[src/rtl/ibuf_ctrl_pkg.sv]
// Shared types for the input-buffer layer sequencer: FSM state encoding and default widths.
package ibuf_ctrl_pkg;

  localparam int unsigned AW_DEF = 32;
  localparam int unsigned CW_DEF = 16;

  typedef enum logic [2:0] {
    IDLE = 3'd0,
    INIT = 3'd1,
    LOAD = 3'd2,
    WGT  = 3'd3,
    COMP = 3'd4,
    DONE = 3'd5
  } state_e;

endpackage

[src/rtl/ibuf_layer_ctrl.sv]
// Layer sequencer: per channel, program plane address, then load block / fetch weights / run PE until mapend.
// start->init_addr_en 1 cycle, blkend->pe_start 2 cycles, result_valid->data_load 1 cycle; WGT stalls while a fetch is pending.
module ibuf_layer_ctrl
  import ibuf_ctrl_pkg::*;
#(
  parameter int unsigned AW = AW_DEF,
  parameter int unsigned CW = CW_DEF
) (
  input  logic          clk,
  input  logic          rst,
  input  logic          start,
  input  logic          abort,
  input  logic [AW-1:0] cfg_base_addr,
  input  logic [AW-1:0] cfg_ch_stride,
  input  logic [CW-1:0] cfg_num_ch,
  output logic          busy,
  output logic          done,
  output logic [AW-1:0] init_addr,
  output logic          init_addr_en,
  output logic          data_load,
  input  logic          blkend,
  input  logic          mapend,
  input  logic          weight_load,
  output logic          wgt_req,
  input  logic          wgt_ready,
  output logic          pe_start,
  input  logic          result_valid,
  output logic [CW-1:0] ch_cnt,
  output logic [CW-1:0] blk_cnt
);

  state_e        state_q, state_d;
  logic [AW-1:0] ch_addr_q, ch_addr_d;
  logic [AW-1:0] stride_q, stride_d;
  logic [CW-1:0] num_ch_q, num_ch_d;
  logic [CW-1:0] ch_cnt_q, ch_cnt_d;
  logic [CW-1:0] blk_cnt_q, blk_cnt_d;
  logic          map_last_q, map_last_d;
  logic          wgt_pend_q, wgt_pend_d;
  logic          data_load_q, data_load_d;
  logic          pe_start_q, pe_start_d;

  always_comb begin
    state_d    = state_q;
    ch_addr_d  = ch_addr_q;
    stride_d   = stride_q;
    num_ch_d   = num_ch_q;
    ch_cnt_d   = ch_cnt_q;
    blk_cnt_d  = blk_cnt_q;
    map_last_d = map_last_q;
    wgt_pend_d = wgt_pend_q;

    // A fresh weight request beats a same-cycle delivery so it is not lost.
    if (state_q != IDLE && weight_load) begin
      wgt_pend_d = 1'b1;
    end else if (wgt_ready) begin
      wgt_pend_d = 1'b0;
    end

    case (state_q)
      IDLE: begin
        if (start) begin
          stride_d  = cfg_ch_stride;
          num_ch_d  = cfg_num_ch;
          ch_addr_d = cfg_base_addr;
          ch_cnt_d  = '0;
          state_d   = (cfg_num_ch == '0) ? DONE : INIT;
        end
      end
      INIT: begin
        blk_cnt_d  = '0;
        map_last_d = 1'b0;
        state_d    = LOAD;
      end
      LOAD: begin
        if (blkend) begin
          map_last_d = mapend;
          blk_cnt_d  = blk_cnt_q + CW'(1);
          state_d    = WGT;
        end
      end
      WGT: begin
        if (!wgt_pend_q || (wgt_ready && !weight_load)) begin
          state_d = COMP;
        end
      end
      COMP: begin
        if (result_valid) begin
          if (!map_last_q) begin
            state_d = LOAD;
          end else if (ch_cnt_q + CW'(1) == num_ch_q) begin
            state_d = DONE;
          end else begin
            ch_cnt_d  = ch_cnt_q + CW'(1);
            ch_addr_d = ch_addr_q + stride_q;
            state_d   = INIT;
          end
        end
      end
      DONE:    state_d = IDLE;
      default: state_d = IDLE;
    endcase

    if (abort) begin
      state_d    = IDLE;
      ch_addr_d  = '0;
      stride_d   = '0;
      num_ch_d   = '0;
      ch_cnt_d   = '0;
      blk_cnt_d  = '0;
      map_last_d = 1'b0;
      wgt_pend_d = 1'b0;
    end

    data_load_d = (state_d == LOAD);
    pe_start_d  = (state_d == COMP) && (state_q != COMP);
  end

  always_ff @(posedge clk or posedge rst) begin
    if (rst) begin
      state_q     <= IDLE;
      ch_addr_q   <= '0;
      stride_q    <= '0;
      num_ch_q    <= '0;
      ch_cnt_q    <= '0;
      blk_cnt_q   <= '0;
      map_last_q  <= 1'b0;
      wgt_pend_q  <= 1'b0;
      data_load_q <= 1'b0;
      pe_start_q  <= 1'b0;
    end else begin
      state_q     <= state_d;
      ch_addr_q   <= ch_addr_d;
      stride_q    <= stride_d;
      num_ch_q    <= num_ch_d;
      ch_cnt_q    <= ch_cnt_d;
      blk_cnt_q   <= blk_cnt_d;
      map_last_q  <= map_last_d;
      wgt_pend_q  <= wgt_pend_d;
      data_load_q <= data_load_d;
      pe_start_q  <= pe_start_d;
    end
  end

  assign busy         = (state_q != IDLE);
  assign done         = (state_q == DONE);
  assign init_addr_en = (state_q == INIT);
  assign init_addr    = (state_q == INIT) ? ch_addr_q : '0;
  assign data_load    = data_load_q;
  assign wgt_req      = (state_q == WGT) && wgt_pend_q;
  assign pe_start     = pe_start_q;
  assign ch_cnt       = ch_cnt_q;
  assign blk_cnt      = blk_cnt_q;

endmodule

[config.mk]
export PLATFORM = sky130hd
export DESIGN_NAME = ibuf_layer_ctrl
export DESIGN_NICKNAME = d
export VERILOG_FILES = /design/src/rtl/ibuf_ctrl_pkg.sv /design/src/rtl/ibuf_layer_ctrl.sv
export SDC_FILE = /design/constraint.sdc
export NUM_CORES = 1
export LEC_CHECK = 0
export CORE_MARGIN = 2
export CORE_UTILIZATION = 31
export DETAILED_ROUTE_END_ITERATION = 10
export SLEW_MARGIN = 20
export SYNTH_ARGS = -nofsm -noshare
export SYNTH_HDL_FRONTEND = slang
export SYNTH_SLANG_ARGS = --single-unit
[constraint.sdc]
create_clock -name clk -period 4.7 [get_ports clk]
set_input_delay 1.175 -clock clk [delete_from_list [all_inputs] [get_ports clk]]
set_output_delay 1.175 -clock clk [all_outputs]
set_load 0.01 [all_outputs]
Word-level counts from Yosys, hierarchy flattened
Index checks and enable logic that the tools add are counted.

Flip-flop bits (word level): 119. Input bits: 89. Word-level logic and storage cells: 82.

Add/subtract/negate cells: 3. Eq/ne operators: 14. Mux-type cells: 37. Reduce and logical (&&, ||, !) cells: 18.

Operators with widths (count): $mux 32 (9); $mux 16 (10); $pmux 16 s2 (2); $pmux 32 s2 (1); $add 16x1->16 const B (2); $add 32x32->32 (1); $mux 3 (8); $ne 3x3->1 const B (6); $eq 16x16->1 (1); $logic_not 16->1 (1); $pmux 3 s5 (1); $reduce_bool 3->1 (4); $eq 3x2->1 const B (3); $eq 3x3->1 const B (3); $mux 1 (5); $reduce_and 5->1 (1); $logic_and 1x1->1 (4); $reduce_and 2->1 (2); $reduce_bool 2->1 (2); $eq 3x1->1 const B (1); $logic_not 3->1 (1); $logic_not 1->1 (2); $pmux 1 s2 (1); $logic_or 1x1->1 (1).

Logic depth before layout (Yosys ltp)
Gate-level depths: netlist of the first run.

Depth after elaboration: 9. Mapped depth: 13.

Worst setup path after synthesis of the first run
OpenSTA, ideal clock, no wires.

Kind: input to register. Start point: input blkend. End point: register blk_cnt_q[12] (netlist: blk_cnt[12]). Setup time: 0.077 ns. Arrival time: 2.656 ns. Data required time: 4.623 ns. Path slack: 1.966 ns. Stages on the path: 8. Cells stage by stage: nor2b_1 > a21oi_1 > nor2_1 > or2_2 > nand4_1 > or2_2 > or3_1 > a21oi_1.

Word-level cells in the longest chain between the ends: 2.

Ends and longest elaborated chain: start: declaration (line ibuf_layer_ctrl.sv:21) `input logic blkend,`; $ne 3x3->1 (no source line); $reduce_and 2->1 (no source line); end signal: assignment (line ibuf_layer_ctrl.sv:137) `blk_cnt_q <= blk_cnt_d;`; end: declaration (line ibuf_layer_ctrl.sv:37) `logic [CW-1:0] blk_cnt_q, blk_cnt_d;`.

Every way passes these cells. A chain may end at the register's enable or synchronous reset.

Final worst setup path of the first run
Start point: register state_q[0]. End point: output init_addr[5].

Word-level cells in the longest chain between the ends: 2.

Ends and longest elaborated chain: start: declaration (line ibuf_layer_ctrl.sv:32) `state_e state_q, state_d;`; start signal: assignment (line ibuf_layer_ctrl.sv:132) `state_q <= state_d;`; $eq 3x1->1 (line ibuf_layer_ctrl.sv:148) `assign init_addr = (state_q == INIT) ? ch_addr_q : '0;`; $mux 32 (line ibuf_layer_ctrl.sv:148); end: declaration (line ibuf_layer_ctrl.sv:18) `output logic [AW-1:0] init_addr,`.

Every way passes these cells.

==> results of run 1 <==
## power groups by stage
stage	sequential, W	clock, W	combinational [W]
detailed placement	0.00117	0	0.000616
CTS	0.00115	0.00125	0.000619
floorplan	0.00114	0	0.000404
finish	0.00115	0.00122	0.000613
global route	0.00116	0.00129	0.000685
global placement	0.00117	0	0.000612
## how the worst min path moves through the flow
stage	startpoint	endpoint	slack (ps)	depth (start not counted)
finish	ch_addr_q[5]	ch_addr_q[5]	520	2
CTS	ch_addr_q[5]	ch_addr_q[5]	520	2
global placement	ch_addr_q[5]	ch_addr_q[5]	500	2
floorplan	ch_addr_q[12]	ch_addr_q[12]	470	2
detailed placement	ch_addr_q[2]	ch_addr_q[2]	500	2
global route	stride_q[0]	stride_q[0]	550	2
## state kept, by name, indices dropped and copies added, names as in the netlist
signal,cells
blk_cnt,16
num_ch_q,16
stride_q,32
ch_cnt,16
state_q,3
map_last_q,1
pe_start,1
data_load,1
wgt_pend_q,1
ch_addr_q,32
## stage by stage
stage / instances / hold WS [ps] / util, % / power (W) / setup WS [ps]
after global placement: 1394 / 496 / 38.8 / 0.00178 / 994
after global routing: 1426 / 546 / 40.9 / 0.00313 / 451
after floorplan: 946 / 467 / - / 0.00155 / 368
final: 1426 / 516 / 40.9 / 0.00299 / 683
after CTS: 1426 / 521 / 40.9 / 0.00302 / 627
after detailed placement: 1394 / 502 / 38.8 / 0.00179 / 921
## kinds of logic after synthesis
group / after synthesis
multiplexers: 8
AND/OR/NAND/NOR: 386
XOR/XNOR: 46
adder cells (fa/ha/maj): 34
AO/OA/AOI/OAI: 282
buffers and inverters: 71
flip-flops: 119
## layout make-up
cell class	instances	area (um^2)	area share (%)
multi-input cells	756	4550	44.5
flip-flops and latches	119	2980	29.1
repair buffers	167	1660	16.2
clock buffers	18	439	4.30
well taps	330	413	4.04
clock inverters	14	103	1.00
inverters	22	85.1	0.832
## worst reg2reg max path, stage by stage (launching register included)
cell	delay (ps)
dfrtp_1	480
ha_1	270
nand3_1	190
nor2_1	420
a21oi_1	140
a211oi_1	240
nand4_1	150
nor4_2	250
o21a_2	550
nand2b_1	620
o21ai_0	190
## metal layers
layer	up-vias	share of wire [%]	GRT usage (%)
li1	3622	-	-
met5	-	0	0
met3	27	4.5	3.62
met1	3517	49	25.2
met2	186	45	28.2
met4	0	2.1	5.59
## cells in the final DEF (no fill, tap or decap), types with 9 or more instances in the layout
master,netlist,layout
a22o_1,10,10
clkdlybuf4s50_1,0,157
nand4_1,11,11
nand2b_1,16,16
o31ai_1,25,25
nor2_1,64,64
ha_1,33,33
clkbuf_16,0,17
and2_1,42,41
nor3_1,13,13
dfrtp_1,119,119
a21o_1,10,10
or3_1,9,9
nand3_1,21,21
nor2b_1,12,11
nand2_1,162,160
o21ai_0,56,56
inv_1,22,21
xnor2_1,29,29
a21oi_1,116,116
xor2_1,17,17
==> results_dict.tcl, run 1 <==
set metrics [dict create \
    synthAdderAreaFrac_pct 5.54 \
    port_buffers 158 \
    h-tree-depth 4 \
    async_reset_ff_share_pct 100 \
    final_area_um2 10200 \
    cts_hold_buf 0 \
    end_kind "output pin" \
    core.rowCount 58 \
    cts_post_setup_buffers_inserted 0 \
    drc 0 \
    antenna_found_initial 0 \
    core-area_um2 25000 \
    reg2reg_from "ch_cnt[0]" \
    finalMaxSlewViolations 0 \
    vias 7352 \
    swShare_pct 31.4 \
    ctsRootBufferMaster "clkbuf_16" \
    totalNegativeSetupSlack_ps 0 \
    wl_per_cell_um 16.7 \
    cts_resized 0 \
    powerDensity_nw_per_um2 292 \
    firstDrtPassIters 7 \
    synth_top_area_share_pct 38.1 \
    drtAntennaViolNets 0 \
    min-delay-path-class "reg2reg" \
    finalHoldViolCount 0 \
    leakage_nw 4.26 \
    seqPwrFrac_pct 38.5 \
    p_int_w 0.00205 \
    via_per_inst 5.16 \
    numClockSinks 119 \
    rsz0062_at_grt "no" \
    boundaryPins 159 \
    synth_compound_area_share_pct 22.4 \
    setup_viol 0 \
    drv_cap 0 \
    r2r_cells 10 \
    layout.nets 1206 \
    criticalPathCategory "reg2out" \
    synth_edf_count 0 \
    grt_pass1_wl_um 37700 \
    synth_simple_gate_area_share_pct 23.9 \
    cts.path.max_buffers 2 \
    ys_types 63 \
    cts_tree "done" \
    clock_skew_ps 6.93 \
    cp_slowest_cell "nor2b_2" \
    r2r_end "ch_addr_q[24]" \
    outcome "finished, final reports clean" \
    grt_max_degree 60 \
    area_growth_syn_to_layout_pct 30.9 \
    clkSlewWorstSetupHoldPaths_ps 60 \
    critPathArrivalTime_ps 2840 \
    p_switching_w 0.000938 \
    startpoint_type "flip-flop" \
    worst-path-stages 5 \
    synthesis.area_um2 7810 \
    drive_gt1_share_pct 5.75 \
    synth-xor-area-share_pct 5.16 \
    gr-total-overflow 0 \
    wirelength_um 23800 \
    irDropWorstVdd_uv 216 \
    synth-seq-area-share_pct 38.1 \
    timing.fmax_mhz 249 \
    ys.flop_type "dfrtp_1" \
    r2r_slack_ps 1050 \
    dp_hpwl_um 17100 \
    fin_crit_sh_pct 85.5 \
    grt_pass1_vias 7059 \
    dpl_cell_area_um2 9680 \
    cts_buffers 17 \
    synth.cells.most_frequent "nand2_1 (162), dfrtp_1 (119), a21oi_1 (116), nor2_1 (64), o21ai_0 (56)" \
    worstMarginPinSlew_ps 819 \
    synth_top_family_by_area "simple AND/OR/NAND/NOR gates" \
    cp_num_buf_inv 2 \
    antenna-diode-count 0 \
    clkPwrFrac_pct 41.0 \
    slew_headroom_pct 45.4 \
    cp-startpoint "state_q[0]" \
    path_delay_family "simple AND/OR/NAND/NOR gates" \
    yosys.cell_count.top_type "nand2_1" \
    synth_top_area_cell "dfrtp_1" \
    gp_congestion 0.853 \
    syn_inst 946 \
    drt_iter0_drc 412 \
    endpoint "init_addr[5]" \
    ys_top_cells_by_area "dfrtp_1 (38%), nand2_1 (7.8%), a21oi_1 (7.4%)" \
    crit_chain "nor2b_1, nor2b_2, buf_4, and2_1, clkdlybuf4s50_1" \
    comb_power_share_pct 20.5 \
    synth_seq_cells 119 \
    start_util_pct 31.3 \
    fin_crit_ps 4020 \
    fillers 2583 \
    dieArea_um2 26500 \
    clock_latency_ps 420 \
    synthMuxAreaShare_pct 1.03 \
    synth_warnings 0 \
    grt_usage_pct 18.1 \
    avgSynthCellArea_um2 8.25 \
    fp.dieW_um 163 \
    fp.dieH_um 163 \
    cp_slowest_stage_delay_ps 570 \
    worstPathRequired_ps 3520 \
    synth_nets 1069 \
    crit_path_max_fanout 19 \
]
(Power assumes the default switching activity.)
==> inputs of run 2 (changes only) <==
- CORE_MARGIN: 2 -> not set
==> run 2 against run 1 <==
  * Hold slack lost 3.3 ps
  * Register-to-register slack worse by 140 ps
  * Critical endpoint is now ch_addr_q[29]
  * Critical path depth is 7 higher
  * Setup slack improved by 220 ps
  * Maximum frequency increased by 5.9%
  * Die area fell by 2.4%
  * Largest power group unchanged
  * Critical path type is now reg2reg
==> results_dict.tcl, run 2 (same netlist as run 1, synthesis figures left out) <==
set metrics [dict create \
    h-tree-depth 4 \
    worst_slack_ps 905 \
    cts.path.max_buffers 2 \
    antenna_found_initial 0 \
    port_buffers 158 \
    worstPathRequired_ps 5000 \
    cts_hold_buf 0 \
    timing.fmax_mhz 264 \
    cts_resized 0 \
    ctsRootBufferMaster "clkbuf_16" \
    boundaryPins 159 \
    firstDrtPassIters 5 \
    min_path_cells 2 \
    r2r_end "ch_addr_q[29]" \
    end_kind "flip-flop" \
    outcome "finished, final reports clean" \
    start_util_pct 31.8 \
    drtAntennaViolNets 0 \
    drive_gt1_share_pct 5.66 \
    critPathArrivalTime_ps 4100 \
    grt_usage_pct 19.0 \
    finalMaxSlewViolations 0 \
    min-delay-path-class "reg2reg" \
    grt_max_degree 65 \
    cts_buffers 17 \
    crit_path_max_fanout 42 \
    setup_viol 0 \
    r2r_cells 12 \
    gr-total-overflow 0 \
    vias 7415 \
    reg2reg_from "ch_cnt[0]" \
    clock_skew_ps 6.96 \
    grt_pass1_vias 7150 \
    core.rowCount 57 \
    final_common_cell "nand2_1" \
    clkSlewWorstSetupHoldPaths_ps 60 \
    layout.nets 1206 \
    final_cell_mix "nand2_1 (160), clkdlybuf4s50_1 (157), dfrtp_1 (119)" \
    fin_crit_ps 3790 \
    drv_cap 0 \
    rsz0062_at_grt "no" \
    irDropWorstVdd_uv 166 \
    finalHoldViolCount 0 \
    numClockSinks 119 \
    cp_slowest_stage_delay_ps 470 \
    cp_slowest_cell "dfrtp_1" \
    grt_pass1_wl_um 38800 \
    wl_per_cell_um 16.9 \
    startpoint_type "flip-flop" \
    min_from "ch_addr_q[11]" \
    antenna-diode-count 0 \
    fp.dieH_um 161 \
    cts_post_setup_buffers_inserted 0 \
    wirelength_um 23900 \
    cp_num_buf_inv 2 \
    criticalPathCategory "reg2reg" \
    dieArea_um2 25800 \
    powerDensity_nw_per_um2 302 \
    via_per_inst 5.23 \
    hold_end "ch_addr_q[11]" \
    largestRegisters "ch_addr_q: 32 flops, stride_q: 32 flops" \
    worstMarginPinSlew_ps 965 \
    drc 0 \
    worst_path_most_repeated_cell "buf_4" \
    leakage_nw 4.29 \
    dp_hpwl_um 17000 \
    area_growth_syn_to_layout_pct 31.4 \
    r2r_slack_ps 910 \
    cts_tree "done" \
    drt_iter0_drc 421 \
    fp.dieW_um 161 \
    gp_congestion 0.838 \
    core-area_um2 24500 \
    dp_slack_ps 942 \
    clock_latency_ps 420 \
    totalNegativeSetupSlack_ps 0 \
    slew_headroom_pct 35.5 \
    path_delay_family "simple AND/OR/NAND/NOR gates" \
    crit_chain "ha_1, nand3_1, or2_2, nor2_1, mux2i_1, nand4_1, nor4_2, o21a_2, buf_4, buf_4, nor2_2, a22o_1" \
    fin_crit_sh_pct 80.7 \
    whs_ps 513 \
]
==> run 2: cell count changes in the layout (fill, tap and decap cells not counted), sizes merged <==
cell | before | now
bufinv | 0 | 3
clkbuf | 18 | 17
clkinv | 7 | 8
clkinvlp | 4 | 3
inv | 25 | 22
==> run 2: cell type report <==
| class | count | area, um^2 |
|---|---|---|
| flip-flops and latches | 119 | 2980 |
| well taps | 324 | 405 |
| repair buffers | 167 | 1660 |
| clock inverters | 14 | 160 |
| fillers | 2491 | 14300 |
| clock buffers | 17 | 425 |
| inverters | 22 | 85.1 |
| multi-input cells | 756 | 4550 |
==> run 2: report_power, final <==
| part | total, W | switching, W | leakage (nW) | internal, W |
|---|---|---|---|---|
| clock | 0.00133 | 0.000503 | 0.284 | 0.000825 |
| sequential | 0.00115 | 0.0000630 | 1.60 | 0.00109 |
| combinational | 0.000615 | 0.000344 | 2.40 | 0.000271 |
==> run 2: stage by stage <==
stage	instance area [um^2]	power (W)	utilization, %	cells
finish	10300	0.00310	41.8	1419
global route	10300	0.00324	41.8	1419
CTS	10300	0.00312	41.8	1419
detailed placement	9670	0.00179	39.4	1388
global placement	9670	0.00178	39.4	1388
floorplan	7810	0.00155	-	946
==> run 2: layer usage <==
| layer | share of wire [%] | GRT usage [%] | vias up |
|---|---|---|---|
| met5 | 0 | 0 | - |
| met4 | 0.96 | 4.59 | 0 |
| met3 | 6.0 | 4.18 | 17 |
| met2 | 46 | 29.8 | 207 |
| met1 | 47 | 26.5 | 3558 |
| li1 | - | - | 3633 |
==> run 2: worst register-to-register path: stages (launching register included) <==
cell	delay (ps)
dfrtp_1	470
ha_1	270
nand3_1	220
or2_2	400
nor2_1	180
mux2i_1	230
nand4_1	160
nor4_2	320
o21a_2	190
buf_4	410
buf_4	420
nor2_2	180
a22o_1	240
==> run 2: how the worst max path moves through the flow <==
stage | slack (ps) | startpoint | to | depth (start not counted)
after global placement | 950 | start | ch_addr_q[20] | 8
after detailed placement | 940 | start | ch_addr_q[10] | 8
after global routing | 580 | ch_cnt[0] | ch_addr_q[29] | 12
final | 910 | ch_cnt[0] | ch_addr_q[29] | 12
after CTS | 940 | ch_cnt[0] | ch_addr_q[8] | 12
after floorplan | 370 | rst | blk_cnt[0] | 1
==> inputs of run 3 (changes only) <==
- clock period: 4.7 -> 3.95 ns (I/O delays scaled with it)
==> run 3 against run 2 <==
  * Non-clock buffer count increased by 3
  * First-iteration DRC count is 9.7% lower
  * Sequential power grew 19%
  * Count of clock-buffer cells in the layout grew 2
  * Wire length down 2.2%
  * Highest routed layer unchanged
==> results_dict.tcl, run 3 (same netlist as run 1, synthesis figures left out) <==
set metrics [dict create \
    outcome "finished, final reports clean" \
    core.rowCount 57 \
    clkPwrFrac_pct 42.1 \
    clkSlewWorstSetupHoldPaths_ps 60 \
    drtAntennaViolNets 0 \
    r2r_slack_ps 380 \
    drv_cap 0 \
    drive_gt1_share_pct 6.01 \
    port_buffers 158 \
    cp_num_buf_inv 0 \
    crit_path_max_fanout 18 \
    cts_buffers 17 \
    worstPathRequired_ps 4220 \
    final_area_um2 10300 \
    grt_pass1_wl_um 38100 \
    timing.fmax_mhz 280 \
    largestRegisters "ch_addr_q: 32 flops, stride_q: 32 flops" \
    cts_tree "done" \
    p_int_w 0.00253 \
    grt_max_degree 63 \
    irDropWorstVdd_uv 171 \
    cp_slowest_stage_delay_ps 610 \
    totalNegativeSetupSlack_ps 0 \
    reg2reg_from "ch_cnt[0]" \
    rsz0062_at_grt "no" \
    setup_viol 0 \
    wl_per_cell_um 16.4 \
    leakage_nw 4.29 \
    r2r_end "ch_addr_q[24]" \
    ctsRootBufferMaster "clkbuf_16" \
    drt_iter0_drc 380 \
    boundaryPins 159 \
    cts.path.max_buffers 2 \
    numClockSinks 119 \
    powerDensity_nw_per_um2 353 \
    seqPwrFrac_pct 37.6 \
    r2r_cells 10 \
    critPathArrivalTime_ps 3830 \
    via_per_inst 5.15 \
    gr-total-overflow 0 \
    clock_latency_ps 430 \
    drc 0 \
    antenna-diode-count 0 \
    wirelength_um 23400 \
    p_switching_w 0.00111 \
    cp_slowest_cell "nand2b_1" \
    cp-startpoint "ch_cnt[0]" \
    grt_pass1_vias 6998 \
    cts_resized 0 \
    swShare_pct 30.4 \
    h-tree-depth 4 \
    area_growth_syn_to_layout_pct 31.7 \
    dpl_cell_area_um2 9700 \
    antenna_found_initial 0 \
    finalHoldViolCount 0 \
    layout.nets 1209 \
    final_cell_mix "nand2_1 (160), clkdlybuf4s50_1 (157), dfrtp_1 (119)" \
    min-delay-path-class "reg2reg" \
    grt_usage_pct 18.7 \
    path_delay_family "simple AND/OR/NAND/NOR gates" \
    finalMaxSlewViolations 0 \
    vias 7322 \
    firstDrtPassIters 5 \
    comb_power_share_pct 20.3 \
    cts_hold_buf 0 \
    fin_crit_sh_pct 90.3 \
    gp_congestion 0.855 \
    criticalPathCategory "reg2reg" \
    start_util_pct 31.8 \
    slew_headroom_pct 44.2 \
    dieArea_um2 25800 \
    worstMarginPinSlew_ps 834 \
    end_kind "flip-flop" \
    final_common_cell "nand2_1" \
    worst-path-stages 10 \
    crit_chain "ha_1, nand3_1, nor2_1, a21oi_1, a211oi_1, nand4_1, nor4_2, o21a_2, nand2b_1, o21ai_0" \
    post-route-util_pct 41.9 \
    p_total_w 0.00363 \
    fin_crit_ps 3570 \
    fp.dieW_um 161 \
    clock_skew_ps 11.8 \
    fp.dieH_um 161 \
    cts_post_setup_buffers_inserted 0 \
    startpoint_type "flip-flop" \
    dp_hpwl_um 17000 \
    core-area_um2 24500 \
    endpoint "ch_addr_q[24]" \
    fillers 2538 \
]
## run 3: changes by cell type in the layout (fill, tap and decap cells not counted), sizes merged
cell,delta
inv,+1
clkinv,-1
clkbuf,+2
buf,+3
bufinv,-2
clkinvlp,+1
## run 3: routing by layer
layer | part of all wire [%] | GRT usage [%]
met5 | 0 | 0
met4 | 2.0 | 6.13
met3 | 4.1 | 3.10
met2 | 45 | 29.0
met1 | 49 | 26.3
## run 3: power groups by stage
stage          combinational, W  sequential, W  clock (W)
2_1_floorplan          0.000481        0.00136          0
3_3_place_gp           0.000734        0.00139          0
3_5_place_dp           0.000742        0.00139          0
4_1_cts                0.000745        0.00137    0.00157
5_1_grt                0.000826        0.00138    0.00162
6_report               0.000738        0.00137    0.00153
## run 3: layout make-up
| cell class | instances | area [um^2] | share of cell area (%) |
|---|---|---|---|
| flip-flops and latches | 119 | 2980 | 29.0 |
| clock buffers | 19 | 453 | 4.41 |
| clock inverters | 13 | 124 | 1.20 |
| inverters | 22 | 86.3 | 0.840 |
| repair buffers | 170 | 1690 | 16.5 |
| multi-input cells | 756 | 4540 | 44.2 |
| well taps | 324 | 405 | 3.94 |
## run 3: worst min-delay path by stage
| stage | to | slack (ps) | depth (start not counted) | startpoint |
|---|---|---|---|---|
| after detailed placement | ch_addr_q[12] | 500 | 2 | ch_addr_q[12] |
| after floorplan | ch_addr_q[12] | 470 | 2 | ch_addr_q[12] |
| after CTS | ch_addr_q[12] | 510 | 2 | ch_addr_q[12] |
| final | ch_addr_q[12] | 510 | 2 | ch_addr_q[12] |
| after global routing | ch_addr_q[11] | 540 | 2 | ch_addr_q[11] |
| after global placement | ch_addr_q[7] | 490 | 2 | ch_addr_q[7] |
## run 3: tightest hold or removal path, delay by kind of cell, from the launching register on
family | cells | cell delay (ps)
AND/OR/NAND/NOR | 1 | 50
AO/OA/AOI/OAI | 1 | 60
flip-flops | 1 | 360
## run 3: stage by stage
step | worst slack [ps] | hold WS [ps] | instances
2_1_floorplan | 1270 | 467 | 946
3_3_place_gp | 572 | 489 | 1391
3_5_place_dp | 383 | 496 | 1391
4_1_cts | 369 | 509 | 1423
5_1_grt | 64.7 | 543 | 1423
6_report | 383 | 508 | 1423
